===== src/rtl/b2b_pkg.sv =====
// Shared types and helpers for the back-to-back cluster event arbiter.
// The metadata flag is always the MSB of an event word, whatever the word width.
package b2b_pkg;

  typedef enum logic {
    ARB  = 1'b0,
    XFER = 1'b1
  } b2b_state_e;

  // Widest event word the helpers accept; callers zero-extend into this.
  localparam int unsigned B2B_MAX_W = 256;
  localparam int unsigned B2B_IDX_W = $clog2(B2B_MAX_W);

  function automatic int unsigned meta_idx(input int unsigned data_width);
    return data_width - 1;
  endfunction

  function automatic logic is_meta(input logic [B2B_MAX_W-1:0] word,
                                   input int unsigned         data_width);
    return word[B2B_IDX_W'(meta_idx(data_width))];
  endfunction

endpackage


===== src/rtl/b2b_rr_select.sv =====
// Combinational round-robin picker: first set request at or above rr_ptr,
// wrapping past the top index back to zero.
module b2b_rr_select #(
  parameter int N     = 4,
  parameter int IDX_W = $clog2(N)
) (
  input  logic [N-1:0]     req,
  input  logic [IDX_W-1:0] rr_ptr,
  output logic [N-1:0]     grant_oh,
  output logic [IDX_W-1:0] grant_idx
);

  always_comb begin
    int               j;
    logic [IDX_W-1:0] jj;
    logic             found;
    grant_oh  = '0;
    grant_idx = '0;
    found     = 1'b0;
    j         = 0;
    jj        = '0;
    for (int k = 0; k < N; k++) begin
      j = int'(rr_ptr) + k;
      if (j >= N) j = j - N;
      jj = IDX_W'(j);
      if (!found && req[jj]) begin
        found        = 1'b1;
        grant_oh[jj] = 1'b1;
        grant_idx    = jj;
      end
    end
  end

endmodule


===== src/rtl/b2b_cluster_arbiter.sv =====
// Merges framed events from several FWFT cluster FIFOs into one stream,
// granting whole events round-robin and dropping data words seen outside a frame.
module b2b_cluster_arbiter
  import b2b_pkg::*;
#(
  parameter int DATA_WIDTH     = 65,
  parameter int TOTAL_CLUSTERS = 4,
  parameter int CNT_WIDTH      = 16
) (
  input  logic                              b2b_clk,
  input  logic                              b2b_srst,
  input  logic [DATA_WIDTH-1:0]             cluster_data  [TOTAL_CLUSTERS],
  input  logic                              cluster_empty [TOTAL_CLUSTERS],
  output logic                              cluster_req   [TOTAL_CLUSTERS],
  output logic [DATA_WIDTH-1:0]             out_data,
  output logic                              out_wren,
  input  logic                              out_almost_full,
  output logic [$clog2(TOTAL_CLUSTERS)-1:0] grant_id,
  output logic                              busy,
  output logic                              frame_err,
  output logic [CNT_WIDTH-1:0]              event_count   [TOTAL_CLUSTERS]
);

  localparam int               IDX_W    = $clog2(TOTAL_CLUSTERS);
  localparam logic [IDX_W-1:0] LAST_IDX = IDX_W'(TOTAL_CLUSTERS - 1);

  b2b_state_e            state;
  logic [IDX_W-1:0]      rr_ptr;
  logic [IDX_W-1:0]      gid_p1;
  logic                  hdr_done;
  logic [DATA_WIDTH-1:0] data_p1;
  logic                  vld_p1;
  logic                  ferr_p1;
  logic [CNT_WIDTH-1:0]  cnt_p1 [TOTAL_CLUSTERS];

  logic [TOTAL_CLUSTERS-1:0] eligible;
  logic [TOTAL_CLUSTERS-1:0] orphan;
  logic [TOTAL_CLUSTERS-1:0] sel_oh;
  logic [IDX_W-1:0]          sel_idx;
  logic                      sel_any;
  logic [DATA_WIDTH-1:0]     pop_word;
  logic                      xfer_pop;
  logic                      pop_meta;
  logic                      footer_pop;

  // Stage p0: classify every FIFO head as frame start or stray data.
  always_comb begin
    eligible = '0;
    orphan   = '0;
    for (int i = 0; i < TOTAL_CLUSTERS; i++) begin
      if (!cluster_empty[i]) begin
        if (is_meta(B2B_MAX_W'(cluster_data[i]), DATA_WIDTH)) eligible[i] = 1'b1;
        else                                                  orphan[i]   = 1'b1;
      end
    end
  end

  b2b_rr_select #(
    .N     (TOTAL_CLUSTERS),
    .IDX_W (IDX_W)
  ) u_rr_select (
    .req       (eligible),
    .rr_ptr    (rr_ptr),
    .grant_oh  (sel_oh),
    .grant_idx (sel_idx)
  );

  assign sel_any    = |sel_oh;
  assign pop_word   = cluster_data[gid_p1];
  assign xfer_pop   = (state == XFER) && !cluster_empty[gid_p1] &&
                      !out_almost_full && !b2b_srst;
  assign pop_meta   = is_meta(B2B_MAX_W'(pop_word), DATA_WIDTH);
  // The header is the first pop of a grant; the next flagged pop closes it.
  assign footer_pop = xfer_pop && hdr_done && pop_meta;

  always_comb begin
    for (int i = 0; i < TOTAL_CLUSTERS; i++) begin
      cluster_req[i] = 1'b0;
      if (!b2b_srst) begin
        if (state == ARB) cluster_req[i] = orphan[i];
        else              cluster_req[i] = xfer_pop && (gid_p1 == IDX_W'(i));
      end
    end
  end

  // Stage p1: registered stream word, error pulse and arbitration state.
  always_ff @(posedge b2b_clk) begin
    if (b2b_srst) begin
      state    <= ARB;
      rr_ptr   <= '0;
      gid_p1   <= '0;
      hdr_done <= 1'b0;
      vld_p1   <= 1'b0;
      data_p1  <= '0;
      ferr_p1  <= 1'b0;
      for (int i = 0; i < TOTAL_CLUSTERS; i++) cnt_p1[i] <= '0;
    end else begin
      vld_p1  <= xfer_pop;
      if (xfer_pop) data_p1 <= pop_word;
      ferr_p1 <= (state == ARB) && (|orphan);
      unique case (state)
        ARB: begin
          if (sel_any) begin
            state    <= XFER;
            gid_p1   <= sel_idx;
            rr_ptr   <= (sel_idx == LAST_IDX) ? '0 : sel_idx + 1'b1;
            hdr_done <= 1'b0;
          end
        end
        XFER: begin
          if (xfer_pop) hdr_done <= 1'b1;
          if (footer_pop) begin
            state          <= ARB;
            hdr_done       <= 1'b0;
            cnt_p1[gid_p1] <= cnt_p1[gid_p1] + 1'b1;
          end
        end
        default: state <= ARB;
      endcase
    end
  end

  assign out_data    = data_p1;
  assign out_wren    = vld_p1;
  assign grant_id    = gid_p1;
  assign busy        = (state == XFER);
  assign frame_err   = ferr_p1;
  assign event_count = cnt_p1;

endmodule


===== config.mk =====
export PLATFORM = sky130hd
export DESIGN_NAME = b2b_cluster_arbiter
export DESIGN_NICKNAME = d
export VERILOG_FILES = /design/src/rtl/b2b_pkg.sv /design/src/rtl/b2b_rr_select.sv /design/src/rtl/b2b_cluster_arbiter.sv
export SDC_FILE = /design/constraint.sdc
export NUM_CORES = 1
export LEC_CHECK = 0
export ABC_AREA = 1
export CORE_AREA = 2 2 159 161
export CTS_BUF_LIST = sky130_fd_sc_hd__clkbuf_16
export CTS_CLUSTER_DIAMETER = 40
export DETAILED_ROUTE_END_ITERATION = 8
export DIE_AREA = 0 0 161 163
export PLACE_DENSITY = 0.66
export SLEW_MARGIN = 15
export SYNTH_ARGS = -nofsm -noshare
export SYNTH_HDL_FRONTEND = slang
export SYNTH_SLANG_ARGS = --single-unit

===== constraint.sdc =====
create_clock -name b2b_clk -period 2.8 [get_ports b2b_clk]
set_input_delay 0.56 -clock b2b_clk [delete_from_list [all_inputs] [get_ports b2b_clk]]
set_output_delay 0.56 -clock b2b_clk [all_outputs]
set_load 0.02 [all_outputs]

==> flow_summary.yaml <==
timing:
  rsz0062_at_grt: "false"
  tightest_slew_ps: 778
  max_slew_margin_pct: 48.1
  setup_viol: 0
  fmax_mhz: 382
  final.setup.tns_ps: 0
  worst_slack_ps: 180
  min_period_ps: 2620
  drv_slew: 0
  fin_skew_ps: 10.0
  finalHoldViolCount: 0
  period_share_pct: 93.6
worst_setup_path:
  critPathRequiredTime_ps: 2240
  worstSetupEndpointType: "primary output"
  cp_num_buf_inv: 2
  max_stage_delay_ps: 440
  rrSetupSlack_ps: 320
  crit_chain: "clkdlybuf4s50_1 > nor3_1 > o21ai_0 > nor2_4 > nand2_1 > a21oi_1 > clkdlybuf4s15_1"
  cp_top_family: "buffers and inverters"
  crit_fanout: 6
  cpMaxStageDelayCell: "clkdlybuf4s50_1"
  path_class: "in2out"
  worstPathArrival_ps: 2060
  start_kind: "input pin"
die:
  initial_utilization_pct: 31.0
  die_area_sq_mm: 0.0262
  die_height_microns: 163
  die_w_microns: 161
  row_count: 58
  core_area_sq_mm: 0.0247
  ios: 405
logic_synthesis:
  ys_async_sr_fraction_pct: 0
  yosys_warnings: 0
  netlist_instances: 1063
  ys_types: 37
  synth_ff_type: "dfxtp_1"
  yosysTopAreaCellShare_pct: 35.9
  yosysSeqAreaShare_pct: 35.9
  synth_edf_count: 0
  ys_ff_latch: 137
  synth_nets: 1340
  yosys-top-cells-count: "207 x nand2_1, 142 x a21oi_1, 137 x dfxtp_1"
  syn_area_sq_mm: 0.00764
  netlist.top_cell.by_area: "dfxtp_1"
  synth.avg_cell_area_sq_um: 7.19
  synth.most_common_cell: "nand2_1"
  synthTopCellsByArea: "dfxtp_1 36%, nand2_1 10%, a21oi_1 9.3%"
route:
  detail_route.wl_per_cell_microns: 19.0
  viasPerCell: 5.09
  dr.first_iter.drc_count: 625
  drc: 0
  dr_total_vias: 9207
  first_pass_iters: 6
  drtAntennaViolNets: 0
  wl_microns: 34400
finish:
  layout-drive-gt1-share_pct: 6.88
  fin_nets: 1733
  fin_cells: 1808
  area_growth_pct: 66.3
clock_tree:
  cts_hold_buf: 0
  clock-sinks: 137
  clk_latency_ps: 420
  cts_tree: "built"
  cts_root_buf: "clkbuf_16"
  post_cts_buffers: 0
  h-tree-depth: 4
  cts_buffers: 17
  cts_buffer_depth: 2
  path_clk_slew_ps: 60
power_and_ir_drop:
  leakagePower_nw: 5.07
  power.total_mw: 7.66
  power_per_cell_area_mw_per_mm2: 602
  max-vdd-ir-drop_v: 0.000302
global_route:
  grt_max_degree: 77
  grt_pass1_wl_microns: 50300
  grt_pass1_vias: 8605
  grt_usage_pct: 25.2
  grt_antenna_before_repair: 14
  overflow: 0
place:
  hpwl_microns: 26300
  dp.cells: 1767
  place_ws_ps: -186
  port_buffers: 404
  gp_congestion: 0.931
flow_run:
  drv_cap: 0
worst_hold_path:
  hold_class: "reg2reg"
run_status:
  status: "finished, final reports clean"
-- power breakdown --
part	total, mW	leakage, nW	internal (mW)	switching [mW]
Clock	2.46	0.317	1.57	0.895
Combinational	3.01	3.65	1.34	1.67
Sequential	2.18	1.11	2.10	0.0874
-- flip-flops by register name (all words and copies together) (netlist names) --
name and flops:
hdr_done 1, rr_ptr 2, out_wren 1, busy 1, grant_id 2, frame_err 1, event_count 64, out_data 65
-- tightest hold or removal path: stages, from the launching register on --
cell and delay (ps):
dfxtp_1 310, nand2_1 60, a21oi_1 50
-- per-stage QoR --
stage	hold WS, ps	util, %	cell area, sq um
finish	466	51.5	12700
global route	497	51.5	12700
CTS	467	51.4	12700
detailed placement	461	48.9	12100
global placement	454	48.9	12100
floorplan	536	-	7640
-- path summary, 6_finish.rpt --
| check | start | to | depth (start not counted) |
|---|---|---|---|
| worst max-delay path | out_almost_full | cluster_req[0] | 7 |
| worst min-delay path | out_data[64] | out_data[64] | 2 |
| worst max register to register | grant_id[0] | event_count[58] | 13 |
| worst min register to register | out_data[64] | out_data[64] | 2 |
-- cell usage in the layout (no fill, tap or decap), types with 2 or more instances in the layout --
| cell type | n |
|---|---|
| nand2_2 | 3 |
| clkbuf_16 | 17 |
| bufinv_16 | 5 |
| clkinv_1 | 2 |
| clkbuf_2 | 2 |
| xor2_1 | 3 |
| nand2_1 | 207 |
| inv_2 | 5 |
| ha_1 | 10 |
| clkdlybuf4s50_1 | 399 |
| a221oi_1 | 64 |
| nor2_1 | 52 |
| a21oi_1 | 142 |
| clkinv_2 | 3 |
| a22o_1 | 64 |
| clkdlybuf4s15_1 | 2 |
| o22ai_1 | 3 |
| clkinv_4 | 3 |
| o21ai_0 | 77 |
| nand4_4 | 5 |
| nand4_1 | 8 |
| buf_4 | 41 |
| inv_1 | 116 |
| dfxtp_1 | 137 |
| nor3_1 | 3 |
| nor2_4 | 4 |
| nor2_2 | 5 |
| nand3_1 | 72 |
| diode_2 | 10 |
-- repair_timing --
action | CTS | global route
pin swaps | 0 | 0
endpoints found under the setup margin | 4 | 4
gates resized for setup | 4 | 7
-- cells by family (layout without fill, tap and decap cells) --
kind of cell               after synthesis  in the layout  share of synthesized area (%)
AOI/OAI and AO/OA                      356            356                           29.9
xor gates and xnor gates                 4              4                          0.557
adders and majority gates               10             10                           1.64
buffers and inverters                  193            598                           10.7
DFF                                    137            137                           35.9
other                                    0             10                              0
and+or+nand+nor                        363            363                           21.3
-- cell type report --
type | instances | area [sq um]
multi-input combinational | 733 | 4090
fill | 2456 | 12000
antenna | 10 | 25.0
inverter | 121 | 455
tap | 330 | 413
sequential | 137 | 2740
clock buffer | 17 | 425
clock inverter | 14 | 206
timing repair buffer | 446 | 4360
-- per-layer routing --
metal | up-vias | global-route usage [%] | share of wire, % | wire, microns
met3 | 54 | 8.07 | 8.5 | 2920
li1 | 4493 | - | - | -
met1 | 4265 | 29.0 | 39 | 13500
met2 | 385 | 43.5 | 50 | 17300
met5 | - | 0 | 0.20 | 69
met4 | 10 | 9.54 | 2.0 | 686
(Power assumes the default switching activity.)
